<file path="config.mk">
export PLATFORM = sky130hd
export DESIGN_NAME = branch_predictor
export DESIGN_NICKNAME = d
export VERILOG_FILES = /design/src/rtl/branch_predictor.sv
export SDC_FILE = /design/constraint.sdc
export NUM_CORES = 1
export LEC_CHECK = 0
export BUFFER_PORTS_ARGS = -buffer_cell sky130_fd_sc_hd__buf_2
export CAP_MARGIN = 20
export CORE_UTILIZATION = 40
export CTS_CLUSTER_SIZE = 24
export DETAILED_ROUTE_END_ITERATION = 8
export GPL_ROUTABILITY_DRIVEN = 0
export GPL_TIMING_DRIVEN = 0
export PLACE_DENSITY = 0.62
export SYNTH_ARGS = -nofsm -noshare
export SYNTH_HDL_FRONTEND = slang
export SYNTH_SLANG_ARGS = --single-unit
</file>
<file path="constraint.sdc">
create_clock -name clk -period 3.6 [get_ports clk]
set_input_delay 0.18 -clock clk [delete_from_list [all_inputs] [get_ports clk]]
set_output_delay 0.18 -clock clk [all_outputs]
set_load 0.03 [all_outputs]
</file>
<file path="src/rtl/branch_predictor.sv">
// Branch predictor: table of 2-bit saturating counters indexed by pc[IW:1], plus a saturating mispredict counter.
// Latency: predict_taken is combinational from lookup_pc; updates are visible from the cycle after the update edge.
// Backpressure: none; one update per cycle is always accepted. Optional macro BP_BYPASS_EN forwards a same-index update to the prediction.
module branch_predictor #(
    parameter int         ENTRIES    = 16,
    parameter logic [1:0] INIT_STATE = 2'b01
) (
    input  logic        clk,
    input  logic        rst,
    input  logic [15:0] lookup_pc,
    output logic        predict_taken,
    input  logic        update_en,
    input  logic [15:0] update_pc,
    input  logic        update_taken,
    input  logic        update_mispredict,
    output logic [15:0] mispredict_count
);

    localparam int IW = (ENTRIES > 1) ? $clog2(ENTRIES) : 1;

    logic [1:0]    cnt_q [ENTRIES];
    logic [IW-1:0] lookup_idx;
    logic [IW-1:0] update_idx;
    logic [1:0]    update_cur;
    logic [1:0]    update_next;
    logic          same_idx;

    // pc[0] is always zero for 16-bit aligned fetch and upper bits alias, so only pc[IW:1] selects an entry
    assign lookup_idx = lookup_pc[IW:1];
    assign update_idx = update_pc[IW:1];

    logic unused_pc_bits;
    assign unused_pc_bits = ^{lookup_pc[15:IW+1], lookup_pc[0], update_pc[15:IW+1], update_pc[0]};

    // Next value of the entry being trained: step toward the actual outcome, saturating at both ends
    always_comb begin
        update_cur  = cnt_q[update_idx];
        update_next = update_cur;
        if (update_taken) begin
            if (update_cur != 2'b11) begin
                update_next = update_cur + 2'b01;
            end
        end else begin
            if (update_cur != 2'b00) begin
                update_next = update_cur - 2'b01;
            end
        end
    end

    // Forwarding only applies to an update that will actually land, so reset suppresses it
    assign same_idx = update_en && !rst && (update_idx == lookup_idx);

    // Prediction is the MSB of the selected counter; bypass build substitutes the in-flight value on an index hit
    always_comb begin
        predict_taken = cnt_q[lookup_idx][1];
`ifdef BP_BYPASS_EN
        if (same_idx) begin
            predict_taken = update_next[1];
        end
`endif
    end

`ifndef BP_BYPASS_EN
    logic unused_same_idx;
    assign unused_same_idx = same_idx;
`endif

    // Counter table: reset wins over an update in the same cycle; otherwise only the addressed entry moves
    always_ff @(posedge clk) begin
        if (rst) begin
            for (int i = 0; i < ENTRIES; i++) begin
                cnt_q[i] <= INIT_STATE;
            end
        end else if (update_en) begin
            cnt_q[update_idx] <= update_next;
        end
    end

    // Mispredict statistics counter, sticks at all-ones rather than wrapping
    always_ff @(posedge clk) begin
        if (rst) begin
            mispredict_count <= 16'h0000;
        end else if (update_en && update_mispredict && (mispredict_count != 16'hFFFF)) begin
            mispredict_count <= mispredict_count + 16'h0001;
        end
    end

endmodule

</file>
Word level (Yosys, flattened, before mapping)
Memory sizes are Yosys's and may differ from the RTL's.
Cells that the tools add are included.
Storage, ports and cells
  register bits: 16
  bits in latches: 0
  memory bits (writable): 32
  memory bits (read-only): 0
  input port bits: 37
  output and inout port bits: 17
  logic and storage cells: 22
  memories kept: 1
Memories
  cnt_q: depth 16, bits a word 2, rd ports 2, clocked after Yosys merged registers in 0, wr ports 16, RTL line 21  | logic [1:0] cnt_q [ENTRIES];
Operators by class
  $add $sub $neg: 3
  $mul: 0
  divide/modulo/power cells: 0
  order comparisons: 0
  equal/unequal tests: 2
  shift-type cells: 0
  muxes and demuxes: 11
  bitwise operators: 0
  reduce and logical (&&, ||, !) cells: 4
Operators by type and width (number)
  adder 16 x 1 -> 16 bit (second input constant): 1
  != test 16 bit (second input constant): 1
  two-way mux 2 bit: 4
  two-way mux 1 bit: 6
  two-way mux 4 bit: 1
  adder 2 x 1 -> 2 bit (second input constant): 1
  logical AND 1 bit: 2
  != test 2 bit (second input constant): 1
  nonzero test 2 bit: 1
  OR reduction 2 bit: 1
  subtractor 2 x 1 -> 2 bit (second input constant): 1

Longest topological paths before layout
Gate-level depths: netlist (run 1).
  depth in word-level cells: 5
  depth in mapped cells: 8
  depth with buffers taken out: 6

Worst setup path before layout (run 1)
No wires, ideal clock.
  path kind: register to register
  start: reg mispredict_count[0]
  end: reg mispredict_count[7]
  library setup time: 128 ps
  arrival time: 1942 ps
  data required time: 3472 ps
  setup slack: 1531 ps
  cell stages (with the launch flop): 8
  path buffers: 1
  period minus slack after synthesis: 2069 ps
  path through: dfxtp_1 -> ha_1 -> nand3_1 -> or4b_1 -> buf_2 -> o2111ai_1 -> xor2_1 -> nor2_1
Between the ends
  cells in the longest elaborated chain, start to end: 2
  elaborated cells between the ends (all ways): 3
  those cells by class: add/sub (1); eq/ne (1); reduce/logical (1)
Ends and longest elaborated chain
  start: declaration: RTL line 16  | output logic [15:0] mispredict_count
  start signal: assignment: RTL line 84  | mispredict_count <= mispredict_count + 16'h0001;
  branches (longest 2 deep; another with adder 16 x 1 -> 16 bit)
Parallel ways; which one is timed is not known.
A chain may end at the register's enable or synchronous reset.

==> results of run 1 <==
==> cells by family after synthesis <==
logic type | after synthesis | share of synthesized area
DFF | 48 | 0.494
AOI/OAI and AO/OA | 17 | 0.0459
and+or+nand+nor | 122 | 0.236
muxes | 14 | 0.124
adders and majority gates | 3 | 0.0155
xor gates and xnor gates | 13 | 0.0439
buffers and inverters | 19 | 0.0406
==> layer usage <==
| layer | up-vias | GRT usage |
|---|---|---|
| li1 | 934 | - |
| met1 | 907 | 0.230 |
| met2 | 49 | 0.279 |
| met3 | 13 | 0.0330 |
| met4 | 0 | 0.0860 |
| met5 | - | 0 |
==> worst max-delay path, cell delays in order, from the launching register on <==
cell      delay [ps]
edfxtp_1         400
mux4_1           520
a22oi_1          200
and3_1           230
maj3_4           250
buf_6            170
nand3_1           80
==> cell usage after synthesis (2+ instances only) <==
cell type,instances,share of area
clkbuf_1,9,0.013
nor3_1,6,0.012
maj3_4,2,0.011
mux4_1,5,0.051
mux4_2,8,0.070
nor4_1,3,0.0072
dfxtp_1,16,0.12
nor2_1,31,0.045
nand4_1,4,0.0097
o2111ai_1,3,0.010
and2_1,2,0.0048
or3_1,2,0.0048
nor2b_1,3,0.0072
and3_1,5,0.012
xor2_1,8,0.027
o211ai_1,4,0.012
and4_1,3,0.010
o21ai_0,4,0.0077
inv_1,3,0.0043
edfxtp_1,32,0.37
buf_6,2,0.0087
nand2_1,25,0.036
buf_2,3,0.0058
a31o_2,2,0.0068
or2_2,4,0.0097
xnor2_1,5,0.017
nand2b_1,13,0.031
nand3_1,17,0.033
a21oi_1,2,0.0039
==> registers in the layout, summed over array words and instances, names as in the netlist <==
| signal | count |
|---|---|
| cnt_q | 32 |
| mispredict_count | 16 |
==> path summary, 6_finish.rpt <==
check | from | depth (start not counted) | slack [ps] | endpoint
setup / recovery | cnt_q[1][1] | 6 | 1480 | cnt_q[2][0]
hold / removal | update_mispredict | 4 | 280 | mispredict_count[12]
setup reg to reg | cnt_q[1][1] | 6 | 1480 | cnt_q[2][0]
hold reg to reg | mispredict_count[7] | 2 | 550 | mispredict_count[7]
==> power by group through the flow <==
stage / combinational (mW) / clock [mW] / sequential, mW
2_1_floorplan: 0.0914 / 0 / 0.617
3_3_place_gp: 0.131 / 0 / 0.617
3_5_place_dp: 0.132 / 0 / 0.617
4_1_cts: 0.133 / 0.382 / 0.605
5_1_grt: 0.144 / 0.405 / 0.606
6_report: 0.133 / 0.377 / 0.604
==> cell type report <==
type	count	area, um2	area share
inverter	3	11.3	0.00383
tap	75	93.8	0.0320
clock buffer	5	68.8	0.0234
timing repair buffer	29	145	0.0494
clock inverter	3	37.5	0.0128
sequential	48	1280	0.436
multi-input combinational	169	1200	0.410
buffer	16	93.8	0.0320
==> metrics by stage <==
step	total power, mW	setup WS [ps]	hold WS, ps	cell area [um2]
finish	1.11	1480	278	2940
global route	1.15	1370	291	2940
CTS	1.12	1460	263	2930
detailed placement	0.750	1450	533	2830
global placement	0.748	1460	521	2830
floorplan	0.709	1530	400	2590
==> results.py, run 1 <==
metrics = {
    "run_status": {
        "status": "finished clean",
    },
    "sta": {
        "finClkSkew_ps": 8.51,
        "final_hold_viol_count": 0,
        "tightest_slew_ps": 581,
        "max_freq_mhz": 472,
        "fin_crit_ps": 2120,
        "setup_violations": 0,
        "maxSlewHeadroom": 0.612,
        "slew_violations": 0,
        "totalNegativeSetupSlack_ps": 0,
        "finalCritPeriodShare": 0.588,
        "rsz0062_at_grt": "false",
    },
    "floorplan": {
        "dieArea_mm2": 0.00680,
        "coreArea_mm2": 0.00610,
        "ios": 54,
        "rows": 28,
        "initial_core_util": 0.425,
        "die-width_um": 82.5,
        "die_h_um": 82.5,
    },
    "clock_network": {
        "cts_resized": 0,
        "clk_pin_slew_ps": 90,
        "clock_path_buffers": 2,
        "cts_buffers": 5,
        "clock_tree.root_cell": "clkbuf_8",
        "clock_latency_ps": 300,
        "htreeDepth": 2,
        "cts_sinks": 48,
        "cts_tree": "yes",
        "cts_setup_buffers": 0,
        "ctsHoldBuffers": 0,
    },
    "detailed_routing": {
        "met2_length_um": 2610,
        "vias": 1903,
        "wl_per_cell_um": 15.9,
        "drtIter0Drc": 117,
        "met1_length_um": 2570,
        "wl_um": 5540,
        "drtPass1Iterations": 4,
        "drc": 0,
        "final_antenna_net_count": 0,
        "dr.max_layer_used": "met4",
        "wl_met3_um": 227,
        "vias_per_cell": 5.47,
    },
    "critical_path": {
        "worstPathRequired_ps": 3620,
        "arrival_ps": 2140,
        "critical_path_class": "reg -> reg",
        "start_kind": "flop",
        "end_kind": "flop",
        "path_max_fanout": 10,
    },
    "synthesis": {
        "async_reset_ff_frac": 0,
        "syn_inst": 236,
        "synthFlopType": "edfxtp_1",
        "ys_warn_count": 0,
        "synth_edf_count": 32,
        "synth_area_mm2": 0.00259,
        "ys_types": 39,
        "syn-num-nets": 274,
        "syn_area_per_cell_um2": 11.0,
        "yosys_register_bits": 48,
        "synth_sequential_area_ratio": 0.494,
    },
    "global_route": {
        "grt_pass1_wl_um": 8500,
        "grt_remaining_overflow": 0,
        "grt_pass1_vias": 1731,
        "grt_start_max_net_pins": 15,
        "antenna_found_initial": 0,
        "grt.total_usage": 0.176,
    },
    "layout": {
        "drive_gt1_frac": 0.220,
        "layout_common_cells": "buf_2, edfxtp_1, nor2_1",
        "fin_util": 0.482,
        "areaGrowthSynthToFinish_pct": 13.3,
        "antenna_cells": 0,
        "stdcell_count": 348,
        "fin_nets": 310,
        "filler_cell_count": 599,
    },
    "pwr": {
        "clkPwrFrac": 0.338,
        "swShare": 0.233,
        "pwr_density_cell_mw_per_mm2": 379,
        "intPower_mw": 0.855,
        "p_leak_nw": 1.03,
        "power_frac_comb": 0.119,
        "power_frac_seq": 0.543,
        "vdd_drop_max_mv": 0.217,
        "p_sw_mw": 0.259,
    },
    "run": {
        "cap_violations": 0,
    },
    "placed_design": {
        "placed_cells": 339,
        "dp_hpwl_um": 4070,
        "port_buffers": 28,
    },
    "hold_path": {
        "worstHoldPathType": "in -> reg",
    },
}
Note: power is estimated with default switching activity, not from simulation.
==> inputs of run 2 (changes only) <==
Settings changed: PLACE_DENSITY 0.62 to 0.65.
Clock period 3.6 ns to 1.9 ns, I/O delays scaled along.
==> run 2 against run 1 <==
Net effect: the run now ends with negative setup slack left; highest routed layer unchanged; clock skew grew 6.3 ps; largest cell class is now multi-input combinational cells; maximum frequency grew 4.4%; worst hold slack lost 89 ps; clock power grew 57%; global-route usage shrank 0.48 points; sequential power grew 89%; register-to-register slack lost 1600 ps; critical endpoint is now cnt_q[4][0]; worst setup slack lost 1600 ps; cell count grew 1.7%; total power grew 85%.
==> results.py, run 2 (synthesized netlist as in run 1, its figures left out) <==
metrics = {
    "clock_network": {
        "clk_pin_slew_ps": 90,
        "cts_buffers": 5,
        "clock_latency_ps": 300,
        "cts_sinks": 48,
        "cts_tree": "yes",
        "clock_path_buffers": 2,
        "clock_tree.root_cell": "clkbuf_8",
        "htreeDepth": 2,
    },
    "critical_path": {
        "start_kind": "flop",
        "path_delay_family": "multiplexers",
        "ff2ff_setup_slack_ps": -130,
        "reg2reg_depth": 6,
        "end_kind": "flop",
        "max_stage_delay_ps": 490,
        "reg2reg_from": "cnt_q[2][1]",
        "critical_path_depth": 6,
        "critPathBufInv": 1,
        "setup.worst_path.start": "cnt_q[2][1]",
        "r2r_end": "cnt_q[4][0]",
        "worstPathCellList": "mux4_2, a22oi_2, and3_4, maj3_4, buf_8, nand3_1",
        "cpMaxStageDelayCell": "mux4_2",
        "path_max_fanout": 10,
        "worstPathRequired_ps": 1900,
        "critical_path_class": "reg -> reg",
        "arrival_ps": 2030,
    },
    "layout": {
        "fin_nets": 316,
        "areaGrowthSynthToFinish_pct": 23.8,
        "fin_util": 0.526,
        "top_register": "cnt_q",
        "layout_common_cells": "edfxtp_1, buf_2, nand2_1",
        "stdcell_count": 354,
        "top_regs": "cnt_q x32, mispredict_count x16",
        "antenna_cells": 0,
        "largest_reg_flops": 32,
        "drive_gt1_frac": 0.366,
        "final_common_cell": "edfxtp_1",
    },
    "floorplan": {
        "ios": 54,
        "dieArea_mm2": 0.00680,
        "coreArea_mm2": 0.00610,
        "initial_core_util": 0.425,
        "die_h_um": 82.5,
        "die-width_um": 82.5,
        "rows": 28,
    },
    "sta": {
        "maxSlewHeadroom": 0.294,
        "tightest_slew_ps": 1050,
        "max_freq_mhz": 493,
        "rsz0062_at_grt": "true",
        "final_hold_viol_count": 0,
        "setup_slack_ps": -128,
        "fin_crit_ps": 2030,
        "finalCritPeriodShare": 1.07,
        "slew_violations": 0,
        "finClkSkew_ps": 14.8,
        "setup_violations": 34,
    },
    "detailed_routing": {
        "drtIter0Drc": 111,
        "vias_per_cell": 5.52,
        "drc": 0,
        "vias": 1955,
        "wl_per_cell_um": 16.0,
        "drtPass1Iterations": 4,
        "final_antenna_net_count": 0,
        "wl_um": 5660,
    },
    "hold_path": {
        "worstHoldPathType": "in -> reg",
        "hp-start": "rst",
        "min_to": "cnt_q[15][0]",
        "holdPathStages": 2,
    },
    "global_route": {
        "antenna_found_initial": 0,
        "grt_start_max_net_pins": 16,
        "grt_pass1_wl_um": 8450,
        "grt_remaining_overflow": 0,
        "grt_pass1_vias": 1722,
        "grt.total_usage": 0.171,
    },
    "run_status": {
        "status": "complete, but fails checks",
        "failed_checks": "negative setup slack",
    },
    "placed_design": {
        "port_buffers": 28,
        "dp_hpwl_um": 3960,
        "placed_cells": 339,
    },
    "pwr": {
        "pwr_density_cell_mw_per_mm2": 642,
        "p_leak_nw": 1.10,
        "vdd_drop_max_mv": 0.296,
    },
    "run": {
        "cap_violations": 0,
    },
}
run 2: final cells by class:
type,count,area [um2]
fillers,536,2890
clock buffers,6,72.6
plain buffers,16,115
repair buffers,35,246
clock inverters,2,11.3
multi-input cells,169,1360
flip-flops and latches,48,1300
inverters,3,11.3
well taps,75,93.8
run 2: per-stage QoR:
step / cell area (um2) / setup TNS, ps / power (mW) / setup slack, ps / hold WS, ps
after floorplan: 2600 / 0 / 1.34 / 0.172 / 315
after global placement: 2840 / -3680 / 1.41 / -204 / 484
after detailed placement: 2840 / -5100 / 1.42 / -246 / 494
after CTS: 3010 / -1960 / 2.04 / -130 / 174
after global routing: 3210 / -3940 / 2.14 / -162 / 203
final: 3210 / -2250 / 2.06 / -128 / 189
run 2: where the power goes:
part / total, mW / switching, mW / internal, mW
Combinational: 0.324 / 0.174 / 0.150
Clock: 0.591 / 0.332 / 0.259
Sequential: 1.14 / 0.0135 / 1.13
Total: 2.06 / 0.520 / 1.54
run 2: worst register-to-register path, stage by stage (launching register included):
cell	delay, ps
edfxtp_1	420
mux4_2	490
a22oi_2	180
and3_4	220
maj3_4	210
buf_8	140
nand3_1	80
run 2: repair_timing:
| action | CTS | global route |
|---|---|---|
| resized for setup | 14 | 30 |
| pin swaps | 4 | 7 |
| setup buffers | 3 | 2 |
| endpoints found under the hold margin | 0 | 0 |
| hold buffers | 0 | 0 |
| gates cloned | 0 | 2 |
| endpoints found under the setup margin | 38 | 42 |
run 2: worst max-delay path by stage:
stage / endpoint / slack, ps
3_5_place_dp: cnt_q[0][0] / -250
6_report: cnt_q[4][0] / -130
5_1_grt: cnt_q[2][0] / -160
2_1_floorplan: mispredict_count[7] / 0.2
4_1_cts: cnt_q[0][0] / -130
3_3_place_gp: cnt_q[0][0] / -200
run 2: routing by layer:
layer / track usage / vias up / share of wire
met4: 0.0474 / 0 / 0.0078
met1: 0.226 / 974 / 0.45
met2: 0.286 / 32 / 0.51
li1: - / 945 / -
met5: 0 / - / 0
met3: 0.0297 / 4 / 0.032
==> inputs of run 3 (changes only) <==
--- a/config.mk
+++ b/config.mk
@@ -13,4 +13,5 @@
 export GPL_ROUTABILITY_DRIVEN = 0
 export GPL_TIMING_DRIVEN = 0
+export HOLD_SLACK_MARGIN = 0.12
 export PLACE_DENSITY = 0.65
 export SYNTH_ARGS = -nofsm -noshare
==> constraint.sdc (replaced) <==
create_clock -name clk -period 1.9 [get_ports clk]
set_input_delay 0.285 -clock clk [delete_from_list [all_inputs] [get_ports clk]]
set_output_delay 0.285 -clock clk [all_outputs]
set_load 0.03 [all_outputs]
==> run 3 against run 2 <==
Net effect: the flow still finishes with violations (negative setup slack); cell count is 1.7% higher; worst setup slack got worse by 110 ps; sequential power about the same; first-iteration DRC count is 35% lower; clock power is 7.4% higher; register-to-register slack lost 60 ps; total power grew 5.6%; count of clock-buffer cells in the layout rose by 1; critical endpoint is now predict_taken; largest cell class unchanged.
==> results.py, run 3 (synthesized netlist as in run 1, its figures left out) <==
metrics = {
    "sta": {
        "finalCritPeriodShare": 1.13,
        "slew_violations": 0,
        "setup_violations": 35,
        "maxSlewHeadroom": 0.502,
        "max_freq_mhz": 468,
        "tightest_slew_ps": 743,
        "rsz0062_at_grt": "true",
        "final_hold_viol_count": 0,
        "totalNegativeSetupSlack_ps": -3360,
        "fin_crit_ps": 2140,
        "finClkSkew_ps": 13.5,
        "setup_slack_ps": -239,
    },
    "global_route": {
        "grt.total_usage": 0.185,
        "grt_remaining_overflow": 0,
        "antenna_found_initial": 0,
        "grt_pass1_wl_um": 9170,
        "grt_start_max_net_pins": 15,
        "grt_pass1_vias": 1871,
    },
    "floorplan": {
        "rows": 28,
        "dieArea_mm2": 0.00680,
        "ios": 54,
        "initial_core_util": 0.425,
        "coreArea_mm2": 0.00610,
        "die_h_um": 82.5,
        "die-width_um": 82.5,
    },
    "hold_path": {
        "worstHoldPathType": "in -> reg",
    },
    "critical_path": {
        "worstPathRequired_ps": 1620,
        "path_max_fanout": 2,
        "arrival_ps": 1850,
        "end_kind": "output pin",
        "critical_path_class": "reg -> out",
        "start_kind": "flop",
    },
    "layout": {
        "drive_gt1_frac": 0.439,
        "antenna_cells": 0,
        "final_common_cell": "edfxtp_1",
        "largest_reg_flops": 32,
        "stdcell_count": 360,
        "top_regs": "cnt_q x32, mispredict_count x16",
        "fin_nets": 322,
        "multi_input_area_mm2": 0.00141,
        "layout_common_cells": "edfxtp_1, buf_2, nor2_1",
        "top_register": "cnt_q",
        "final-seq-area_mm2": 0.00130,
        "areaGrowthSynthToFinish_pct": 29.8,
        "design_area_mm2": 0.00336,
        "filler_cell_count": 512,
    },
    "detailed_routing": {
        "final_antenna_net_count": 0,
        "drtIter0Drc": 72,
        "vias": 1982,
        "drc": 0,
        "vias_per_cell": 5.51,
        "drtPass1Iterations": 4,
        "wl_per_cell_um": 16.8,
        "wl_um": 6030,
    },
    "placed_design": {
        "dpl_cell_area_mm2": 0.00284,
        "placed_cells": 339,
        "pre_cts_slack_ps": -374,
        "dp_hpwl_um": 4060,
        "port_buffers": 28,
    },
    "clock_network": {
        "cts_sinks": 48,
        "cts_buffers": 5,
        "clock_latency_ps": 300,
        "cts_tree": "yes",
        "clock_path_buffers": 2,
        "clock_tree.root_cell": "clkbuf_8",
        "clk_pin_slew_ps": 90,
        "htreeDepth": 2,
    },
    "pwr": {
        "intPower_mw": 1.62,
        "swShare": 0.253,
        "pwr_density_cell_mw_per_mm2": 646,
        "p_total_mw": 2.17,
        "p_sw_mw": 0.551,
        "clkPwrFrac": 0.292,
        "power_frac_seq": 0.526,
        "p_leak_nw": 1.14,
        "vdd_drop_max_mv": 0.328,
        "power_frac_comb": 0.182,
    },
    "run": {
        "cap_violations": 0,
    },
    "run_status": {
        "status": "complete, but fails checks",
        "failed_checks": "negative setup slack",
    },
}
[run 3: cell count changes in the layout (fill, tap and decap cells not counted), moves of 2 or more]
cell,change
nand3_2,+10
nand2_1,-4
nor2_4,-2
mux4_2,+2
nand2_2,+4
mux4_1,-2
buf_6,+3
nor2_2,+2
buf_12,+2
buf_8,+2
nand3_1,-10
[run 3: worst max-delay path, stage by stage, from the launching register on]
cell	delay [ps]
edfxtp_1	420
mux4_2	500
mux4_2	480
buf_6	150
[run 3: final timing paths]
kind                  startpoint  cells after the start  slack, ps              endpoint
max reg2reg          cnt_q[2][1]                      7       -190           cnt_q[2][0]
min            update_mispredict                      4        370  mispredict_count[12]
min reg2reg  mispredict_count[7]                      2        510   mispredict_count[7]
max                 cnt_q[11][1]                      3       -240         predict_taken
[run 3: power groups by stage]
stage | clock network, mW | logic [mW] | registers, mW
floorplan | 0 | 0.179 | 1.17
global placement | 0 | 0.253 | 1.17
detailed placement | 0 | 0.256 | 1.17
CTS | 0.644 | 0.387 | 1.14
global route | 0.682 | 0.422 | 1.15
finish | 0.635 | 0.396 | 1.14
[run 3: timing repair]
action / in CTS / in global routing
buffers inserted: 8 / 6
hold buffers: 0 / 0
resized for setup: 32 / 37
endpoints found under the setup margin: 36 / 44
hold endpoints to repair: 0 / 0
cloned: 2 / 1
pin swaps: 3 / 12
[run 3: cell type report]
cell class	instances	share of cell area
Sequential cell	48	0.386
Timing Repair Buffer	41	0.100
Clock buffer	7	0.0257
Tap cell	75	0.0279
Multi-Input combinational cell	169	0.418
Clock inverter	1	0.00223
Buffer	16	0.0368
Inverter	3	0.00335
[run 3: routing by layer]
| metal | share of wire | global-route usage | vias to the layer above |
|---|---|---|---|
| met3 | 0.029 | 0.0319 | 11 |
| li1 | - | - | 960 |
| met1 | 0.45 | 0.222 | 963 |
| met2 | 0.50 | 0.325 | 48 |
| met4 | 0.017 | 0.0772 | 0 |
| met5 | 0 | 0 | - |
[run 3: per-stage QoR]
stage                util  hold WS, ps
floorplan               -          505
global placement    0.467          487
detailed placement  0.467          489
CTS                 0.526          364
global route        0.552          394
finish              0.552          372
